### config.mk
export PLATFORM = sky130hd
export DESIGN_NAME = sum_tree_acc
export DESIGN_NICKNAME = d
export VERILOG_FILES = /design/src/rtl/sum_tree_acc_pkg.sv /design/src/rtl/sum_tree_acc_level.sv /design/src/rtl/sum_tree_acc.sv
export SDC_FILE = /design/constraint.sdc
export NUM_CORES = 2
export LEC_CHECK = 0
export BUFFER_PORTS_ARGS = -buffer_cell sky130_fd_sc_hd__buf_2
export CAP_MARGIN = 15
export CORE_AREA = 2 2 664 666
export DETAILED_ROUTE_END_ITERATION = 10
export DIE_AREA = 0 0 666 668
export PLACE_DENSITY = 0.45
export SLEW_MARGIN = 20
export SYNTH_ARGS = -nofsm -noshare
export SYNTH_HDL_FRONTEND = slang
export SYNTH_SLANG_ARGS = --single-unit
export TNS_END_PERCENT = 5
### constraint.sdc
create_clock -name clk -period 31.3 [get_ports clk]
set_clock_uncertainty 0.15 [all_clocks]
set_input_delay 1.565 -clock clk [delete_from_list [all_inputs] [get_ports clk]]
set_output_delay 1.565 -clock clk [all_outputs]
set_load 0.02 [all_outputs]
### src/rtl/sum_tree_acc_pkg.sv
// Sizing helpers shared by the sum_tree_acc adder-tree reducer and its tree levels.
`ifndef SUM_TREE_ACC_PKG_SV
`define SUM_TREE_ACC_PKG_SV

`define SUM_TREE_ACC_WIDTH_CHECK(acc_w, tree_w) \
  if ((acc_w) < (tree_w)) begin : g_width_check \
    $error("sum_tree_acc: ACC_W is narrower than the adder-tree output"); \
  end

package sum_tree_acc_pkg;

  function automatic int clog2(input int n);
    int r;
    int v;
    r = 0;
    v = 1;
    while (v < n) begin
      v = v * 2;
      r = r + 1;
    end
    return r;
  endfunction

  function automatic int tree_levels(input int n);
    return clog2(n);
  endfunction

  function automatic int level_width(input int in_w, input int k);
    return in_w + k;
  endfunction

  // Operand count entering level k: ceil(n / 2^k).
  function automatic int level_count(input int n, input int k);
    return (n + (1 << k) - 1) >> k;
  endfunction

endpackage

`endif

### src/rtl/sum_tree_acc_level.sv
// One combinational adder-tree level: M operands of W bits in, ceil(M/2) sums of W+1 bits out.
module sum_tree_acc_level #(
  parameter int M = 2,
  parameter int W = 8
) (
  input  logic [M*W-1:0]             in_data,
  output logic [((M+1)/2)*(W+1)-1:0] out_data
);

  localparam int M_OUT = (M + 1) / 2;

  for (genvar i = 0; i < M_OUT; i++) begin : g_pair
    if (2 * i + 1 < M) begin : g_add
      assign out_data[i*(W+1) +: W+1] = {1'b0, in_data[2*i*W +: W]} + {1'b0, in_data[(2*i+1)*W +: W]};
    end else begin : g_pass
      // The unpaired odd operand rides up one level zero-extended.
      assign out_data[i*(W+1) +: W+1] = {1'b0, in_data[2*i*W +: W]};
    end
  end

endmodule

### src/rtl/sum_tree_acc.sv
// Pipelined adder-tree reducer with first/last framed accumulation, feeding the normaliser.
module sum_tree_acc
  import sum_tree_acc_pkg::*;
#(
  parameter int N_IN      = 121,
  parameter int IN_W      = 14,
  parameter int REG_EVERY = 2,
  parameter int ACC_W     = 24,
  parameter bit ACC_EN    = 1'b1,
  parameter bit SAT       = 1'b1
) (
  input  logic                 clk,
  input  logic                 reset,
  input  logic                 clear,
  input  logic                 in_valid,
  input  logic                 in_first,
  input  logic                 in_last,
  input  logic [N_IN*IN_W-1:0] in_data,
  output logic                 sum_valid,
  output logic [ACC_W-1:0]     sum_out,
  output logic                 ovf
);

  localparam int L      = tree_levels(N_IN);
  localparam int TREE_W = level_width(IN_W, L);

  `SUM_TREE_ACC_WIDTH_CHECK(ACC_W, TREE_W)

  logic [TREE_W-1:0] tree_sum;
  logic              tree_valid;
  logic              tree_first;
  logic              tree_last;

  for (genvar k = 0; k < L; k++) begin : g_lvl
    localparam int M_IN  = level_count(N_IN, k);
    localparam int M_OUT = level_count(N_IN, k + 1);
    localparam int W_IN  = level_width(IN_W, k);

    logic [M_IN*W_IN-1:0]      d_in;
    logic [M_OUT*(W_IN+1)-1:0] d_sum;
    logic [M_OUT*(W_IN+1)-1:0] d_out;
    logic                      v_in, f_in, l_in;
    logic                      v_out, f_out, l_out;

    if (k == 0) begin : g_src
      // With accumulation off every beat is a complete frame.
      assign d_in = in_data;
      assign v_in = in_valid;
      assign f_in = in_first | ~ACC_EN;
      assign l_in = in_last | ~ACC_EN;
    end else begin : g_chain
      assign d_in = g_lvl[k-1].d_out;
      assign v_in = g_lvl[k-1].v_out;
      assign f_in = g_lvl[k-1].f_out;
      assign l_in = g_lvl[k-1].l_out;
    end

    sum_tree_acc_level #(
      .M(M_IN),
      .W(W_IN)
    ) u_level (
      .in_data (d_in),
      .out_data(d_sum)
    );

    if (((k + 1) % REG_EVERY == 0) || (k + 1 == L)) begin : g_reg
      always_ff @(posedge clk or posedge reset) begin
        if (reset) begin
          d_out <= '0;
          v_out <= 1'b0;
          f_out <= 1'b0;
          l_out <= 1'b0;
        end else begin
          d_out <= d_sum;
          v_out <= v_in & ~clear;
          f_out <= f_in;
          l_out <= l_in;
        end
      end
    end else begin : g_wire
      assign d_out = d_sum;
      assign v_out = v_in;
      assign f_out = f_in;
      assign l_out = l_in;
    end
  end

  assign tree_sum   = g_lvl[L-1].d_out;
  assign tree_valid = g_lvl[L-1].v_out;
  assign tree_first = g_lvl[L-1].f_out;
  assign tree_last  = g_lvl[L-1].l_out;

  logic [ACC_W-1:0] acc;
  logic [ACC_W-1:0] acc_base;
  logic [ACC_W-1:0] acc_next;
  logic [ACC_W:0]   acc_sum;
  logic             acc_over;

  // One extra carry bit detects overflow; a frame start discards the running sum.
  always_comb begin
    acc_base = tree_first ? '0 : acc;
    acc_sum  = {1'b0, acc_base} + {{(ACC_W + 1 - TREE_W){1'b0}}, tree_sum};
    acc_over = acc_sum[ACC_W];
    acc_next = (acc_over && SAT) ? '1 : acc_sum[ACC_W-1:0];
  end

  always_ff @(posedge clk or posedge reset) begin
    if (reset) begin
      acc       <= '0;
      sum_out   <= '0;
      sum_valid <= 1'b0;
      ovf       <= 1'b0;
    end else if (clear) begin
      acc       <= '0;
      sum_valid <= 1'b0;
      ovf       <= 1'b0;
    end else begin
      sum_valid <= 1'b0;
      if (tree_valid) begin
        if (acc_over) begin
          ovf <= 1'b1;
        end
        if (tree_last) begin
          sum_out   <= acc_next;
          sum_valid <= 1'b1;
          acc       <= '0;
        end else begin
          acc <= acc_next;
        end
      end
    end
  end

endmodule

==> results.py <==
metrics = {
    "timing": {
        "min_period_ns": 5.193,
        "final_hold_viol_count": 0,
        "clock.fmax_mhz": 192.6,
        "drv_slew": 0,
        "fin_setup_tns_ns": 0,
        "max_slew_margin": 0.2623,
        "tightest_slew_ns": 1.105,
        "finalCritPeriodShare": 0.1659,
        "rsz0062_at_grt": "false",
        "finalSetupViolations": 0,
    },
    "final_layout": {
        "stdcell_area_um2": 96170,
        "stdcell_count": 15390,
        "drive_above_1_share": 0.2101,
        "areaGrowthSynthToFinish_pct": 26.22,
        "final_net_count": 13000,
    },
    "floorplanning": {
        "die_w_um": 666,
        "chipHeight_um": 668,
        "die_area_um2": 444900,
        "start_util": 0.1743,
        "ios": 1726,
        "row_count": 243,
        "core_um2": 437200,
    },
    "clocking": {
        "clk_latency_ns": 0.85,
        "cts_setup_buffers": 0,
        "clk_pin_slew_ns": 0.06,
        "hold_buffers": 0,
        "clock-root-buffer": "clkbuf_16",
        "htree_num_levels": 3,
        "ctsResizeCount": 0,
        "cts_sinks": 761,
        "cts_buffer_depth": 4,
        "cts_tree": "built",
        "cts_buffers": 107,
    },
    "flow_run": {
        "max-cap-violations": 0,
    },
    "placement": {
        "hpwl_um": 304100,
        "routabilityCongestion": 0.9537,
        "port_buffers": 1725,
        "placed_cells": 15130,
        "place_area_um2": 92130,
    },
    "yosys": {
        "postSynthNetCount": 11160,
        "async_flop_share": 1.000,
        "ys_top_cells_by_area": "fa_1 (30%), dfrtp_1 (25%), inv_1 (13%)",
        "yosysUniqueCellTypes": 74,
        "syn_avg_cell_area_um2": 9.973,
        "synth-main-ff-cell": "dfrtp_1",
        "synth.top_cells.by_count": "inv_1 (2541), fa_1 (1153), dfrtp_1 (761)",
        "synth_edf_count": 0,
        "synth_top_area_cell": "fa_1",
        "seq_area_frac_synth": 0.2499,
        "yosysWarnings": 0,
        "netlist.area_leader.share": 0.3029,
        "syn_area_um2": 76190,
        "syn_inst": 7640,
        "yosysMostFrequentCell": "inv_1",
        "ys_ff_latch": 761,
    },
    "global_route": {
        "grt_use_total": 0.1471,
        "grt_use_met1": 0.1765,
        "grt_max_degree": 68,
        "use_met2": 0.2626,
        "antenna_found_initial": 207,
        "use_met3": 0.03466,
        "grt_pass1_vias": 60190,
        "grt_pass1_wl_um": 455500,
        "overflow": 0,
        "globalRoute.busiestLayer": "met2",
    },
    "routing": {
        "vias": 56540,
        "wl_per_cell_um": 21.55,
        "dr.pass1.iters": 5,
        "drtIter0Drc": 2805,
        "avgViaCountPerCell": 3.674,
        "drt_drc_violations_left": 0,
        "antenna_left": 0,
        "wl_um": 331600,
    },
    "setup_path": {
        "critPathLaunchType": "input port",
        "cp.arrival_ns": 5.69,
        "cp-end-kind": "register",
        "crit_type": "in -> reg",
        "cp_max_fo": 2,
        "worst_r2r_path_depth": 14,
        "cp.required_ns": 31.79,
    },
    "outcome": {
        "status": "completed",
    },
    "worst_hold_path": {
        "hold_class": "reg -> reg",
        "min_path_cells": 0,
    },
    "power": {
        "powerDensity_nw_per_um2": 140.4,
        "max-vdd-ir-drop_mv": 0.1500,
        "power.leakage_nw": 51.07,
    },
}
worst paths after layout:
kind	end	startpoint	slack, ns
max	g_lvl[1].d_out[191]	in_data[617]	26.11
min	g_lvl[5].l_out	g_lvl[3].l_out	0.21
max reg2reg	g_lvl[3].d_out[103]	g_lvl[1].d_out[321]	26.86
min reg2reg	g_lvl[5].l_out	g_lvl[3].l_out	0.21
max in group asynchronous	g_lvl[1].d_out[131]	reset	26.87
min in group asynchronous	g_lvl[1].d_out[95]	reset	0.67
cell type report:
| class | instances | area [um^2] |
|---|---|---|
| diodes | 73 | 182.7 |
| clock buffers | 133 | 2945 |
| clock inverters | 59 | 913.4 |
| fillers | 48610 | 341000 |
| inverters | 2542 | 9549 |
| multi-input cells | 4321 | 47550 |
| flip-flops and latches | 761 | 19040 |
| well taps | 5757 | 7203 |
| repair buffers | 1745 | 8783 |
kinds of logic after synthesis:
family	synth area share
compound gates	0.09102
xor+xnor	0.05908
buf+inv	0.1261
mux	0.0001314
fa+ha+maj	0.4121
flops	0.2499
simple gates	0.06163
placed cells by master (no fill, tap or decap), drive strengths merged, types with 11 or more instances in the layout:
| master | instances |
|---|---|
| xnor2 | 402 |
| a21o | 116 |
| o21bai | 80 |
| nor2 | 218 |
| inv | 2548 |
| o31ai | 32 |
| nor2b | 113 |
| nand3 | 91 |
| or3 | 48 |
| ha | 665 |
| o41ai | 15 |
| a211oi | 36 |
| a21oi | 329 |
| fa | 1153 |
| o21a | 56 |
| o21ai | 158 |
| bufinv | 22 |
| nand2b | 32 |
| o211ai | 28 |
| or2 | 43 |
| buf | 1745 |
| diode | 73 |
| a31oi | 38 |
| nand2 | 168 |
| a31o | 20 |
| nor3 | 119 |
| clkinv | 21 |
| dfrtp | 761 |
| and2 | 25 |
| clkbuf | 133 |
| xor2 | 112 |
| o311ai | 11 |
| nand3b | 22 |
| and3 | 40 |
| a2111o | 13 |
| a211o | 16 |
| o2111ai | 24 |
sequential cells by signal, indices dropped and copies added (netlist names):
register and flops:
acc 24, g_lvl.d_out 699, g_lvl.f_out 4, g_lvl.l_out 4, g_lvl.v_out 4, ovf 1
sum_out 24, sum_valid 1
power by group:
part | internal [mW] | switching, mW | total (mW)
clock | 0.846 | 0.508 | 1.35
combinational | 4.04 | 6.15 | 10.2
sequential | 1.63 | 0.323 | 1.96
total | 6.52 | 6.98 | 13.5
per-layer routing:
layer	routed length, um	share of wire
met5	557	0.0017
met4	8910	0.027
met3	21950	0.066
met2	166700	0.50
met1	133500	0.40
critical path, stage by stage:
cell and delay [ns]:
buf_2 0.15, fa_1 0.55, fa_1 0.42, ha_1 0.24, fa_1 0.46, a21o_1 0.20
a21oi_1 0.22, o21bai_1 0.09, a21oi_1 0.57, nor2b_1 0.17, a221oi_1 0.31, nor2_1 0.11
o41ai_1 0.45, o21ai_0 0.18
stage by stage:
step | setup slack [ns] | total power [mW] | utilization | hold slack, ns
finish | 26.11 | 13.50 | 0.2200 | 0.2057
global route | 25.82 | 15.10 | 0.2197 | 0.2178
CTS | 26.16 | 14.07 | 0.2195 | 0.2094
detailed placement | 25.25 | 12.57 | 0.2107 | 0.1847
global placement | 25.21 | 12.60 | 0.2107 | 0.1916
floorplan | 8.225 | 8.611 | - | 0.1812
Note: power is estimated with default switching activity, not from simulation.
